File: config.mk
export PLATFORM = sky130hd
export DESIGN_NAME = dcache_direct_mapped_flat
export DESIGN_NICKNAME = d
export VERILOG_FILES = /design/src/rtl/dcache_direct_mapped_if.sv /design/src/rtl/dcache_direct_mapped.sv /design/src/flat_wrapper.sv
export SDC_FILE = /design/constraint.sdc
export NUM_CORES = 1
export LEC_CHECK = 0
export BUFFER_PORTS_ARGS = -buffer_cell sky130_fd_sc_hd__buf_2
export CAP_MARGIN = 40
export CORE_MARGIN = 2
export CORE_UTILIZATION = 37
export DETAILED_ROUTE_END_ITERATION = 8
export PLACE_DENSITY = 0.6
export SYNTH_ARGS = -nofsm -noshare
export SYNTH_HDL_FRONTEND = slang
export SYNTH_SLANG_ARGS = --single-unit
File: constraint.sdc
create_clock -name CLK -period 8.2 [get_ports CLK]
set_input_delay 1.64 -clock CLK [delete_from_list [all_inputs] [get_ports CLK]]
set_output_delay 1.64 -clock CLK [all_outputs]
set_load 0.02 [all_outputs]
File: src/rtl/dcache_direct_mapped_if.sv
// CPU-side and memory-side signal bundle for dcache_direct_mapped.
// The slave modport is the cache itself. The master modport is whatever drives
// the CPU requests and answers the memory requests.
interface dcache_direct_mapped_if #(
   parameter int DATA_W          = 8,
   parameter int ADDR_W          = 8,
   parameter int WORDS_PER_BLOCK = 4,
   parameter int CNT_W           = 16
);
   localparam int OFF_W = $clog2(WORDS_PER_BLOCK);
   localparam int BLK_W = DATA_W * WORDS_PER_BLOCK;

   // CPU load/store path
   logic                    READ;
   logic                    WRITE;
   logic [ADDR_W-1:0]       ADDRESS;
   logic [DATA_W-1:0]       WRITEDATA;
   logic [DATA_W-1:0]       READDATA;
   logic                    BUSYWAIT;

   // Block-wide memory path
   logic                    MEM_READ;
   logic                    MEM_WRITE;
   logic [ADDR_W-OFF_W-1:0] MEM_ADDRESS;
   logic [BLK_W-1:0]        MEM_WRITEDATA;
   logic [BLK_W-1:0]        MEM_READDATA;
   logic                    MEM_BUSYWAIT;

   // Performance counters
   logic [CNT_W-1:0]        HIT_COUNT;
   logic [CNT_W-1:0]        MISS_COUNT;

   modport master (
      output READ, WRITE, ADDRESS, WRITEDATA, MEM_READDATA, MEM_BUSYWAIT,
      input  READDATA, BUSYWAIT, MEM_READ, MEM_WRITE, MEM_ADDRESS, MEM_WRITEDATA,
             HIT_COUNT, MISS_COUNT
   );

   modport slave (
      input  READ, WRITE, ADDRESS, WRITEDATA, MEM_READDATA, MEM_BUSYWAIT,
      output READDATA, BUSYWAIT, MEM_READ, MEM_WRITE, MEM_ADDRESS, MEM_WRITEDATA,
             HIT_COUNT, MISS_COUNT
   );
endinterface

File: src/rtl/dcache_direct_mapped.sv
// Direct-mapped, write-back, write-allocate data cache.
// Hits are served combinationally in IDLE with zero latency. A miss optionally
// writes the dirty victim back, fetches the new block, and installs it in UPDATE.
// Saturating hit/miss counters are provided for performance runs.
module dcache_direct_mapped #(
   parameter int DATA_W          = 8,
   parameter int ADDR_W          = 8,
   parameter int WORDS_PER_BLOCK = 4,
   parameter int NUM_SETS        = 8,
   parameter int CNT_W           = 16
) (
   input logic                   CLK,
   input logic                   RESET,
   dcache_direct_mapped_if.slave bus
);
   localparam int OFF_W   = $clog2(WORDS_PER_BLOCK);
   localparam int IDX_W   = $clog2(NUM_SETS);
   localparam int TAG_W   = ADDR_W - IDX_W - OFF_W;
   localparam int BLK_W   = DATA_W * WORDS_PER_BLOCK;
   localparam int MADDR_W = ADDR_W - OFF_W;

   typedef enum logic [1:0] {IDLE, WRITEBACK, FETCH, UPDATE} state_e;

   state_e               state, state_nxt;

   logic [BLK_W-1:0]     data_arr [NUM_SETS];
   logic [TAG_W-1:0]     tag_arr  [NUM_SETS];
   logic [NUM_SETS-1:0]  valid_bits;
   logic [NUM_SETS-1:0]  dirty_bits;

   logic [TAG_W-1:0]     addr_tag;
   logic [IDX_W-1:0]     addr_idx;
   logic [OFF_W-1:0]     addr_off;

   // Line being filled; captured when the miss is detected so the fill still
   // completes correctly if the CPU drops its request mid-miss.
   logic [TAG_W-1:0]     miss_tag;
   logic [IDX_W-1:0]     miss_idx;
   logic [BLK_W-1:0]     fill_buf;

   logic [CNT_W-1:0]     hit_cnt;
   logic [CNT_W-1:0]     miss_cnt;

   logic                 req;
   logic                 hit;
   logic                 idle_hit;
   logic                 idle_miss;
   logic [DATA_W-1:0]    rd_word;

   logic                 mem_read;
   logic                 mem_write;
   logic [MADDR_W-1:0]   mem_addr;
   logic [BLK_W-1:0]     mem_wdata;

   function automatic logic [CNT_W-1:0] sat_inc(input logic [CNT_W-1:0] v);
      return (&v) ? v : v + 1'b1;
   endfunction

   assign {addr_tag, addr_idx, addr_off} = bus.ADDRESS;

   assign req       = bus.READ | bus.WRITE;
   assign hit       = valid_bits[addr_idx] && (tag_arr[addr_idx] == addr_tag);
   assign idle_hit  = (state == IDLE) && hit;
   assign idle_miss = (state == IDLE) && req && !hit;
   assign rd_word   = data_arr[addr_idx][int'(addr_off)*DATA_W +: DATA_W];

   // CPU-facing outputs are combinational. BUSYWAIT is also forced low while
   // reset is asserted, so the CPU sees no stall during reset.
   assign bus.READDATA   = (bus.READ && idle_hit) ? rd_word : '0;
   assign bus.BUSYWAIT   = RESET && req && !idle_hit;
   assign bus.MEM_READ      = mem_read;
   assign bus.MEM_WRITE     = mem_write;
   assign bus.MEM_ADDRESS   = mem_addr;
   assign bus.MEM_WRITEDATA = mem_wdata;
   assign bus.HIT_COUNT     = hit_cnt;
   assign bus.MISS_COUNT    = miss_cnt;

   // State register, line status bits, miss bookkeeping and counters.
   always_ff @(posedge CLK or negedge RESET) begin
      if (!RESET) begin
         state      <= IDLE;
         valid_bits <= '0;
         dirty_bits <= '0;
         miss_tag   <= '0;
         miss_idx   <= '0;
         hit_cnt    <= '0;
         miss_cnt   <= '0;
      end else begin
         state <= state_nxt;
         if (req && idle_hit) begin
            hit_cnt <= sat_inc(hit_cnt);
            if (bus.WRITE) dirty_bits[addr_idx] <= 1'b1;
         end
         if (idle_miss) begin
            miss_cnt <= sat_inc(miss_cnt);
            miss_tag <= addr_tag;
            miss_idx <= addr_idx;
         end
         if (state == UPDATE) begin
            valid_bits[miss_idx] <= 1'b1;
            dirty_bits[miss_idx] <= 1'b0;
         end
      end
   end

   // Data and tag storage: block fill on UPDATE, single-word store on a write hit.
   always_ff @(posedge CLK) begin
      if (state == FETCH && !bus.MEM_BUSYWAIT) fill_buf <= bus.MEM_READDATA;
      if (state == UPDATE) begin
         data_arr[miss_idx] <= fill_buf;
         tag_arr[miss_idx]  <= miss_tag;
      end else if (bus.WRITE && idle_hit) begin
         data_arr[addr_idx][int'(addr_off)*DATA_W +: DATA_W] <= bus.WRITEDATA;
      end
   end

   // Next-state logic and the memory-side request outputs.
   always_comb begin
      state_nxt = state;
      mem_read  = 1'b0;
      mem_write = 1'b0;
      mem_addr  = '0;
      mem_wdata = '0;
      case (state)
         IDLE: begin
            if (idle_miss)
               state_nxt = (valid_bits[addr_idx] && dirty_bits[addr_idx]) ? WRITEBACK : FETCH;
         end
         WRITEBACK: begin
            mem_write = 1'b1;
            mem_addr  = {tag_arr[miss_idx], miss_idx};
            mem_wdata = data_arr[miss_idx];
            if (!bus.MEM_BUSYWAIT) state_nxt = FETCH;
         end
         FETCH: begin
            mem_read = 1'b1;
            mem_addr = {miss_tag, miss_idx};
            if (!bus.MEM_BUSYWAIT) state_nxt = UPDATE;
         end
         UPDATE: begin
            state_nxt = IDLE;
         end
         default: state_nxt = IDLE;
      endcase
   end
endmodule

File: src/flat_wrapper.sv
// flat-port wrapper written by rule: the top's interface ports become plain ports
module dcache_direct_mapped_flat 
#(
   parameter int DATA_W          = 8,
   parameter int ADDR_W          = 8,
   parameter int WORDS_PER_BLOCK = 4,
   parameter int NUM_SETS        = 8,
   parameter int CNT_W           = 16
)
  (CLK, RESET, bus_READ, bus_WRITE, bus_ADDRESS, bus_WRITEDATA, bus_MEM_READDATA, bus_MEM_BUSYWAIT, bus_READDATA, bus_BUSYWAIT, bus_MEM_READ, bus_MEM_WRITE, bus_MEM_ADDRESS, bus_MEM_WRITEDATA, bus_HIT_COUNT, bus_MISS_COUNT);
  dcache_direct_mapped_if #(.DATA_W(DATA_W), .ADDR_W(ADDR_W), .WORDS_PER_BLOCK(WORDS_PER_BLOCK), .CNT_W(CNT_W)) bus_i ();
  input logic CLK;
  input logic RESET;
  input wire logic [$bits(bus_i.READ)-1:0] bus_READ;
  input wire logic [$bits(bus_i.WRITE)-1:0] bus_WRITE;
  input wire logic [$bits(bus_i.ADDRESS)-1:0] bus_ADDRESS;
  input wire logic [$bits(bus_i.WRITEDATA)-1:0] bus_WRITEDATA;
  input wire logic [$bits(bus_i.MEM_READDATA)-1:0] bus_MEM_READDATA;
  input wire logic [$bits(bus_i.MEM_BUSYWAIT)-1:0] bus_MEM_BUSYWAIT;
  output wire logic [$bits(bus_i.READDATA)-1:0] bus_READDATA;
  output wire logic [$bits(bus_i.BUSYWAIT)-1:0] bus_BUSYWAIT;
  output wire logic [$bits(bus_i.MEM_READ)-1:0] bus_MEM_READ;
  output wire logic [$bits(bus_i.MEM_WRITE)-1:0] bus_MEM_WRITE;
  output wire logic [$bits(bus_i.MEM_ADDRESS)-1:0] bus_MEM_ADDRESS;
  output wire logic [$bits(bus_i.MEM_WRITEDATA)-1:0] bus_MEM_WRITEDATA;
  output wire logic [$bits(bus_i.HIT_COUNT)-1:0] bus_HIT_COUNT;
  output wire logic [$bits(bus_i.MISS_COUNT)-1:0] bus_MISS_COUNT;
  assign bus_i.READ = bus_READ;
  assign bus_i.WRITE = bus_WRITE;
  assign bus_i.ADDRESS = bus_ADDRESS;
  assign bus_i.WRITEDATA = bus_WRITEDATA;
  assign bus_i.MEM_READDATA = bus_MEM_READDATA;
  assign bus_i.MEM_BUSYWAIT = bus_MEM_BUSYWAIT;
  assign bus_READDATA = bus_i.READDATA;
  assign bus_BUSYWAIT = bus_i.BUSYWAIT;
  assign bus_MEM_READ = bus_i.MEM_READ;
  assign bus_MEM_WRITE = bus_i.MEM_WRITE;
  assign bus_MEM_ADDRESS = bus_i.MEM_ADDRESS;
  assign bus_MEM_WRITEDATA = bus_i.MEM_WRITEDATA;
  assign bus_HIT_COUNT = bus_i.HIT_COUNT;
  assign bus_MISS_COUNT = bus_i.MISS_COUNT;
  dcache_direct_mapped #(.DATA_W(DATA_W), .ADDR_W(ADDR_W), .WORDS_PER_BLOCK(WORDS_PER_BLOCK), .NUM_SETS(NUM_SETS), .CNT_W(CNT_W)) u_core (.CLK(CLK), .RESET(RESET), .bus(bus_i));
endmodule
==> results of run 1 <==
-- worst max-delay path, cell delays in order --
cell and delay [ns]:
buf_4 0.50, buf_4 0.51, buf_4 0.48, mux4_2 0.56, mux4_2 0.51, nand2_1 0.09
a21oi_1 0.13, buf_2 0.20
-- power by group --
group	switching [mW]	leakage (nW)	internal, mW	total [mW]
sequential	0.220	3.54	2.37	2.59
combinational	1.06	3.33	0.835	1.90
clock	0.735	0.665	1.12	1.85
-- synthesized netlist by cell type, types with 6 or more instances --
master    count  share of area, %
mux2_2       11              0.71
nand2_1     105               2.2
dfrtp_1      56               8.0
inv_1        14              0.30
o21ai_0      68               1.9
edfxtp_1    312                53
nor2_1       12              0.26
nand2b_1     10              0.36
xor2_1       24               1.2
ha_1         11              0.79
nand4_1       9              0.32
o31ai_1       8              0.34
nor4_1        8              0.29
a21oi_1       9              0.26
a22oi_1       8              0.34
clkbuf_1     42              0.90
mux4_2      154                20
nor2b_1      45               1.6
buf_2        11              0.31
xnor2_1       7              0.35
nand3_1      24              0.69
buf_1        10              0.21
o22ai_1       6              0.21
nor3_1       16              0.46
mux2i_1      46               2.6
-- registers in the layout (all words and copies together), names as in the netlist --
name                   count
u_core.bus.HIT_COUNT      16
u_core.bus.MISS_COUNT     16
u_core.data_arr          256
u_core.dirty_bits          8
u_core.fill_buf           32
u_core.miss_idx            3
u_core.miss_tag            3
u_core.state               2
u_core.tag_arr            24
u_core.valid_bits          8
-- final timing paths --
| kind | endpoint | slack (ns) | cells after the start |
|---|---|---|---|
| min in group asynchronous | u_core.bus.HIT_COUNT[9]$_DFFE_PN0P_ | 1.33 | 2 |
| max in group asynchronous | u_core.miss_idx[0]$_DFFE_PN0P_ | 6.27 | 2 |
| setup / recovery | bus_READDATA[0] | 1.87 | 8 |
| hold / removal | u_core.bus.HIT_COUNT[8]$_DFFE_PN0P_ | 0.48 | 1 |
| hold reg to reg | u_core.bus.HIT_COUNT[8]$_DFFE_PN0P_ | 0.48 | 1 |
| setup reg to reg | u_core.data_arr[4][9]$_DFFE_PP_ | 4.47 | 7 |
-- placed cells by master (no fill, tap or decap), types with 3 or more instances in the layout --
| cell | n |
|---|---|
| xnor2_1 | 7 |
| buf_2 | 145 |
| o21ai_1 | 19 |
| mux2_2 | 11 |
| nand2b_1 | 10 |
| xor2_1 | 24 |
| a22oi_1 | 8 |
| nand4_1 | 9 |
| mux4_2 | 154 |
| ha_1 | 11 |
| dfrtp_1 | 53 |
| edfxtp_1 | 312 |
| nor4_2 | 3 |
| a21oi_1 | 9 |
| o21ai_0 | 49 |
| inv_1 | 14 |
| nor3b_1 | 4 |
| nand3_1 | 24 |
| mux2i_1 | 46 |
| buf_4 | 55 |
| bufinv_16 | 5 |
| nor2_1 | 12 |
| nand2_1 | 105 |
| clkbuf_1 | 7 |
| and3_1 | 5 |
| clkbuf_16 | 43 |
| or3_1 | 5 |
| nor4_1 | 8 |
| o31ai_1 | 8 |
| nor3_1 | 16 |
| o22ai_1 | 6 |
| clkinv_2 | 7 |
| nor2b_1 | 44 |
| clkinv_1 | 8 |
| and2_1 | 5 |
-- stage by stage --
stage	area, um2	utilization [%]	setup slack [ns]
after floorplan	17530	-	2.923
after global routing	20600	44.15	1.627
after detailed placement	19230	41.22	1.837
after CTS	20590	44.12	1.826
final	20600	44.16	1.866
after global placement	19020	40.77	1.802
-- kinds of logic (layout without fill, tap and decap cells) --
| family | after synthesis | in the layout | share of synthesized area (%) |
|---|---|---|---|
| DFF | 368 | 368 | 61.44 |
| and+or+nand+nor | 262 | 262 | 7.659 |
| muxes | 211 | 211 | 23.12 |
| AOI/OAI and AO/OA | 108 | 108 | 3.505 |
| buffers and inverters | 81 | 293 | 1.941 |
| xor gates and xnor gates | 31 | 31 | 1.549 |
| adders and majority gates | 11 | 11 | 0.7851 |
| other | 0 | 2 | 0 |
-- cell type report --
cell class / instances / share of cell area, %
repair buffers: 204 / 5.910
diodes: 2 / 0.02429
multi-input cells: 623 / 31.20
flip-flops and latches: 368 / 52.32
inverters: 15 / 0.2733
clock inverters: 24 / 1.233
well taps: 607 / 3.687
clock buffers: 50 / 5.351
-- routing by layer --
layer	vias to the layer above	part of all wire (%)	wire length [um]	track usage, %
li1	4660	-	-	-
met2	498	48	22580	31.04
met3	77	7.6	3592	3.658
met4	0	2.9	1353	6.408
met1	5601	42	19910	27.39
met5	-	0	0	0
==> results_dict.tcl, run 1 <==
set metrics [dict create \
    rsz0062_at_grt "no" \
    maxSlewHeadroom_pct 40.54 \
    setup_violations 0 \
    ff_latch_area_um2 10780 \
    nFillCells 4114 \
    worst_pin_slew_ns 0.8826 \
    wl_per_cell_um 25.06 \
    grt_overflow 0 \
    hp-class "flip-flop to flip-flop" \
    fin_hold_ws_ns 0.4812 \
    cellLeakagePower_nw 7.534 \
    r2r-start "u_core.tag_arr[3][0]$_DFFE_PP_" \
    maxCapViolCount 0 \
    status "finished with violations" \
    synth_area_um2 17530 \
    cts_buffers 42 \
    power_density_nw_per_um2 307.8 \
    fmax_ghz 0.1579 \
    final_antenna_net_count 0 \
    post_cts_buffers 0 \
    grt_pass1_wl_mm 71.97 \
    num_io_pins 134 \
    core_area_um2 46650 \
    die_w_um 221.7 \
    layout.nets 1318 \
    dpl.cell_count 1815 \
    crit_type "input pin to output port" \
    drive_above_1_share_pct 34.19 \
    layout_worst_path_cycle_share_pct 77.24 \
    required_ns 6.56 \
    tns_ns 0 \
    finalHoldViolations 0 \
    path_max_fanout 33 \
    syn_nets 1136 \
    vdd_ir_drop_max_v 0.0001651 \
    skew_ns 0.01918 \
    crit_start "bus_ADDRESS[3]" \
    antenna_found_initial 2 \
    grt_usage_pct 19.58 \
    post_synth.cell_area_avg_um2 16.35 \
    min_from "u_core.bus.HIT_COUNT[8]$_DFFE_PN0P_" \
    crit_arrival_ns 4.69 \
    synthToLayoutAreaGrowth_pct 17.52 \
    grt_max_degree 57 \
    path_clk_slew_ns 0.06 \
    fp.dieH_um 221.7 \
    endpoint_kind "output port" \
    synth_edf_count 312 \
    port_buffers 133 \
    vias 10840 \
    ys_ff_latch 368 \
    avgViaCountPerCell 5.724 \
    drcViolationCount 8 \
    ys_seq_area_share_pct 61.44 \
    firstDrtPassIters 7 \
    rows 79 \
    clkSinkCount 368 \
    grt_pass1_vias 10870 \
    cts.hold.buffers_added 0 \
    h-tree-depth 2 \
    start_util_pct 37.57 \
    ys_warn_count 0 \
    drt_iter0_drc 1076 \
    multi_input_area_um2 6427 \
    cts-root-buf "clkbuf_16" \
    synth-main-ff-cell "edfxtp_1" \
    cts_resized 0 \
    routed_wl_mm 47.44 \
    synthCells 1072 \
    clkLatencyLatePin_ns 0.56 \
    cts_buffer_depth 3 \
    total_power_mw 6.340 \
    die_area_um2 49130 \
    violations "design-rule violations" \
    synthArstFlopShare_pct 15.22 \
    hpwl_mm 33.04 \
    cp-start-kind "input pin" \
    fin_cells 1893 \
    ys_types 46 \
    globalplace.congestion 0.8592 \
    maxSlewViolCount 0 \
    tritoncts "done" \
    fin_crit_ns 6.334 \
]
Power figures use the tool's default switching activity.
==> run 2: changes to the inputs <==
- PLACE_DENSITY: 0.6 -> 0.61
- clock period: 8.2 -> 5.3 ns (I/O delays scaled with it)
==> results_dict.tcl, run 2 (synthesized netlist as in run 1, its figures left out) <==
set metrics [dict create \
    status "finished with violations" \
    violations "design-rule violations" \
    endpoint_kind "output port" \
    cts_resized 0 \
    die_area_um2 49130 \
    antenna_found_initial 0 \
    nFillCells 4090 \
    hp-class "flip-flop to flip-flop" \
    clkLatencyLatePin_ns 0.58 \
    maxSlewViolCount 0 \
    met3_usage_pct 2.862 \
    cp_cell_sequence "buf_2 > buf_4 > mux4_2 > mux2i_1 > a21o_1 > nor3_2 > nand3_1 > a21oi_1 > buf_2" \
    clkSinkCount 368 \
    cp-start-kind "input pin" \
    synthToLayoutAreaGrowth_pct 17.13 \
    final_common_cell "edfxtp_1" \
    r2r.worst_path.cells 8 \
    drive_above_1_share_pct 33.57 \
    fp.dieH_um 221.7 \
    crit_type "input pin to output port" \
    largest_reg_flops 256 \
    grt_overflow 0 \
    path_depth 9 \
    h-tree-depth 2 \
    grt_usage_pct 19.84 \
    routed_wl_mm 48.76 \
    num_io_pins 134 \
    fin_ws_ns 0.7576 \
    cts.hold.buffers_added 0 \
    r2r_setup_slack_ns 1.67 \
    use_met1_pct 27.16 \
    final_antenna_net_count 0 \
    grt_pass1_wl_mm 72.19 \
    cp_top_family "buffers and inverters" \
    top_register "u_core.data_arr" \
    place_ws_ns 0.6513 \
    skew_ns 0.02563 \
    cts_buffer_depth 3 \
    required_ns 4.24 \
    firstDrtPassIters 7 \
    globalplace.congestion 0.8410 \
    layout_worst_path_cycle_share_pct 85.71 \
    ff_latch_area_um2 10780 \
    cts-root-buf "clkbuf_16" \
    cp_num_buf_inv 3 \
    grt_pass1_vias 11090 \
    fin_cells 1885 \
    slowest_stage "buf_4" \
    crit_path_max_incr_delay_ns 0.42 \
    tns_ns 0 \
    path_clk_slew_ns 0.05 \
    use_met2_pct 32.68 \
    port_buffers 133 \
    dpl.cell_count 1812 \
    vdd_ir_drop_max_v 0.0002443 \
    setup_violations 0 \
    grt_max_degree 57 \
    worst_pin_slew_ns 0.8988 \
    maxSlewHeadroom_pct 39.45 \
    layout.nets 1313 \
    maxCapViolCount 0 \
    rows 79 \
    layout_common_cells "edfxtp_1 (312), mux4_2 (154), buf_2 (133)" \
    multi_input_area_um2 6427 \
    post_cts_buffers 0 \
    fin_hold_ws_ns 0.4656 \
    largestRegisters "u_core.data_arr x256, u_core.fill_buf x32, u_core.tag_arr x24" \
    crit_path_frequent_cell "buf_2" \
    cts_buffers 40 \
    cellLeakagePower_nw 7.493 \
    drt_iter0_drc 1335 \
    vias 10810 \
    top_usage_layer "met2" \
    power_density_nw_per_um2 470.3 \
    fin_crit_ns 4.542 \
    crit_arrival_ns 3.48 \
    core_area_um2 46650 \
    diodes 0 \
    drcViolationCount 4 \
    hpwl_mm 34.03 \
    min_path_cells 1 \
    avgViaCountPerCell 5.735 \
    fmax_ghz 0.2201 \
    rsz0062_at_grt "no" \
    start_util_pct 37.57 \
    wl_per_cell_um 25.87 \
    tritoncts "done" \
    path_max_fanout 25 \
    finalHoldViolations 0 \
    die_w_um 221.7 \
]
## run 2: cell types whose count changed in the layout (fill, tap and decap cells not counted), sizes merged
cell / previous run / this run
bufinv: 5 / 3
buf: 204 / 201
clkbuf: 50 / 46
diode: 2 / 0
clkinv: 17 / 20
## run 2: layout make-up
class / instances / area share, %
inverters: 15 / 0.2742
repair buffers: 201 / 6.143
multi-input cells: 623 / 31.30
flip-flops and latches: 368 / 52.50
clock inverters: 25 / 1.097
clock buffers: 46 / 4.985
well taps: 607 / 3.699
## run 2: report_power, final
group | internal [mW] | switching (mW)
clock network | 1.54 | 1.15
logic | 1.31 | 1.63
registers | 3.67 | 0.363
## run 2: path summary, 6_finish.rpt
path	from	endpoint
setup / recovery	bus_ADDRESS[2]	bus_READDATA[2]
max in group asynchronous	RESET	u_core.miss_idx[2]$_DFFE_PN0P_
min in group asynchronous	RESET	u_core.dirty_bits[1]$_DFF_PN0_
setup reg to reg	u_core.tag_arr[2][0]$_DFFE_PP_	u_core.data_arr[1][24]$_DFFE_PP_
hold reg to reg	u_core.valid_bits[0]$_DFFE_PN0P_	u_core.valid_bits[0]$_DFFE_PN0P_
hold / removal	u_core.valid_bits[0]$_DFFE_PN0P_	u_core.valid_bits[0]$_DFFE_PN0P_
## run 2: through the flow
step / util, % / area (um2) / total power, mW
global route: 44.01 / 20530 / 10.07
detailed placement: 41.31 / 19270 / 7.058
global placement: 41.09 / 19170 / 6.984
finish: 44.01 / 20530 / 9.657
CTS: 43.99 / 20520 / 9.744
floorplan: - / 17530 / 5.951
## run 2: layer usage
| layer | vias up | part of all wire [%] |
|---|---|---|
| met1 | 5625 | 42 |
| met5 | - | 0 |
| met3 | 84 | 6.5 |
| met4 | 0 | 2.7 |
| li1 | 4639 | - |
| met2 | 462 | 49 |
==> run 3: changes to the inputs <==
- ABC_CLOCK_PERIOD_IN_PS: default -> 5300
- CORE_MARGIN: 2 -> 5
- CTS_CLUSTER_SIZE: default -> 28
==> results_dict.tcl, run 3 (synthesized netlist as in run 1, its figures left out) <==
set metrics [dict create \
    skew_ns 0.02729 \
    layout.nets 1316 \
    crit_path_max_incr_delay_ns 0.44 \
    drt_iter0_drc 986 \
    crit_type "input pin to output port" \
    fin_crit_ns 4.563 \
    firstDrtPassIters 5 \
    tritoncts "done" \
    synthToLayoutAreaGrowth_pct 16.86 \
    wl_per_cell_um 25.14 \
    cellLeakagePower_nw 7.489 \
    required_ns 4.24 \
    num_io_pins 134 \
    r2r.worst_path.cells 7 \
    fin_cells 1889 \
    endpoint_kind "output port" \
    top_register "u_core.data_arr" \
    maxSlewHeadroom_pct 37.58 \
    layout_common_cells "edfxtp_1 (312), mux4_2 (154), buf_2 (135)" \
    drive_above_1_share_pct 33.85 \
    clkSinkCount 368 \
    vdd_ir_drop_max_v 0.0002546 \
    largest_reg_flops 256 \
    grt_pass1_wl_mm 70.15 \
    cp-start-kind "input pin" \
    cts_resized 0 \
    crit_path_frequent_cell "buf_2" \
    start_util_pct 37.49 \
    fp.dieH_um 227.7 \
    core_area_um2 46750 \
    drcViolationCount 0 \
    routed_wl_mm 47.50 \
    top_usage_layer "met2" \
    power_density_nw_per_um2 467.9 \
    use_met1_pct 25.17 \
    finalHoldViolations 0 \
    status "completed" \
    clkLatencyLatePin_ns 0.56 \
    cts-root-buf "clkbuf_16" \
    fmax_ghz 0.2191 \
    globalplace.congestion 0.8508 \
    nFillCells 4083 \
    maxSlewViolCount 0 \
    worst_pin_slew_ns 0.9264 \
    largestRegisters "u_core.data_arr x256, u_core.fill_buf x32, u_core.tag_arr x24" \
    use_met2_pct 29.36 \
    final_common_cell "edfxtp_1" \
    cp_cell_sequence "buf_2 > mux2i_1 > o22ai_1 > or3_1 > a21o_1 > nor3_2 > nand3_1 > a21oi_1 > buf_2" \
    die_area_um2 51830 \
    grt_overflow 0 \
    grt_max_degree 55 \
    h-tree-depth 2 \
    met3_usage_pct 3.365 \
    crit_arrival_ns 3.50 \
    rows 79 \
    path_max_fanout 12 \
    port_buffers 133 \
    final_antenna_net_count 0 \
    layout_worst_path_cycle_share_pct 86.10 \
    antenna_found_initial 0 \
    path_clk_slew_ns 0.06 \
    cts_buffers 41 \
    grt_usage_pct 18.26 \
    hp-class "input pin to async pin" \
    rsz0062_at_grt "no" \
    vias 10720 \
    cts.hold.buffers_added 0 \
    grt_pass1_vias 11020 \
    slowest_stage "a21oi_1" \
    cts_buffer_depth 3 \
    diodes 0 \
    die_w_um 227.7 \
    avgViaCountPerCell 5.672 \
    hpwl_mm 33.56 \
    maxCapViolCount 0 \
    setup_violations 0 \
    dpl.cell_count 1814 \
    post_cts_buffers 0 \
    tns_ns 0 \
]
==> run 3: area by class of cell <==
cell class | instances | area, um2 | area share (%)
sequential | 368 | 10780 | 52.62
tap | 607 | 759.5 | 3.708
multi-input combinational | 623 | 6427 | 31.38
clock inverter | 15 | 82.58 | 0.4031
timing repair buffer | 203 | 1219 | 5.949
inverter | 15 | 56.30 | 0.2749
clock buffer | 58 | 1161 | 5.668
==> run 3: per-layer routing <==
metal  wire, um  share of wire (%)
met1      19620                 41
met2      22830                 48
met3       3387                7.1
met4       1659                3.5
met5          0                  0
==> run 3: final timing paths <==
path | from | end | slack, ns
hold reg to reg | u_core.valid_bits[6]$_DFFE_PN0P_ | u_core.valid_bits[6]$_DFFE_PN0P_ | 0.47
setup reg to reg | u_core.tag_arr[3][0]$_DFFE_PP_ | u_core.data_arr[0][29]$_DFFE_PP_ | 1.61
hold / removal | RESET | u_core.dirty_bits[1]$_DFF_PN0_ | 0.45
setup / recovery | bus_ADDRESS[2] | bus_READDATA[0] | 0.74
min in group CLK | u_core.valid_bits[6]$_DFFE_PN0P_ | u_core.valid_bits[6]$_DFFE_PN0P_ | 0.47
max in group asynchronous | RESET | u_core.miss_idx[0]$_DFFE_PN0P_ | 3.94
==> run 3: metrics by stage <==
step	hold WS (ns)	utilization (%)	worst slack [ns]	total power [mW]	area, um2
final	0.4509	43.81	0.7365	9.585	20480
after global routing	0.4822	43.81	0.6166	10.03	20480
after CTS	0.4457	43.79	0.7175	9.680	20470
after detailed placement	0.4502	41.13	0.5605	7.042	19230
after global placement	0.4533	41.04	0.5645	6.996	19190
after floorplan	0.4287	-	1.183	5.951	17530
==> run 3: critical path, delay by kind of cell <==
kind,cells,cell delay [ns]
and+or+nand+nor,3,0.88
muxes,1,0.25
buffers and inverters,2,0.54
AOI/OAI and AO/OA,3,0.77
==> run 3: power breakdown <==
part	total (mW)	switching, mW	internal, mW	leakage, nW
logic	2.86	1.55	1.31	3.34
registers	4.08	0.417	3.67	3.54
clock network	2.64	1.11	1.52	0.615
total	9.58	3.08	6.50	7.49
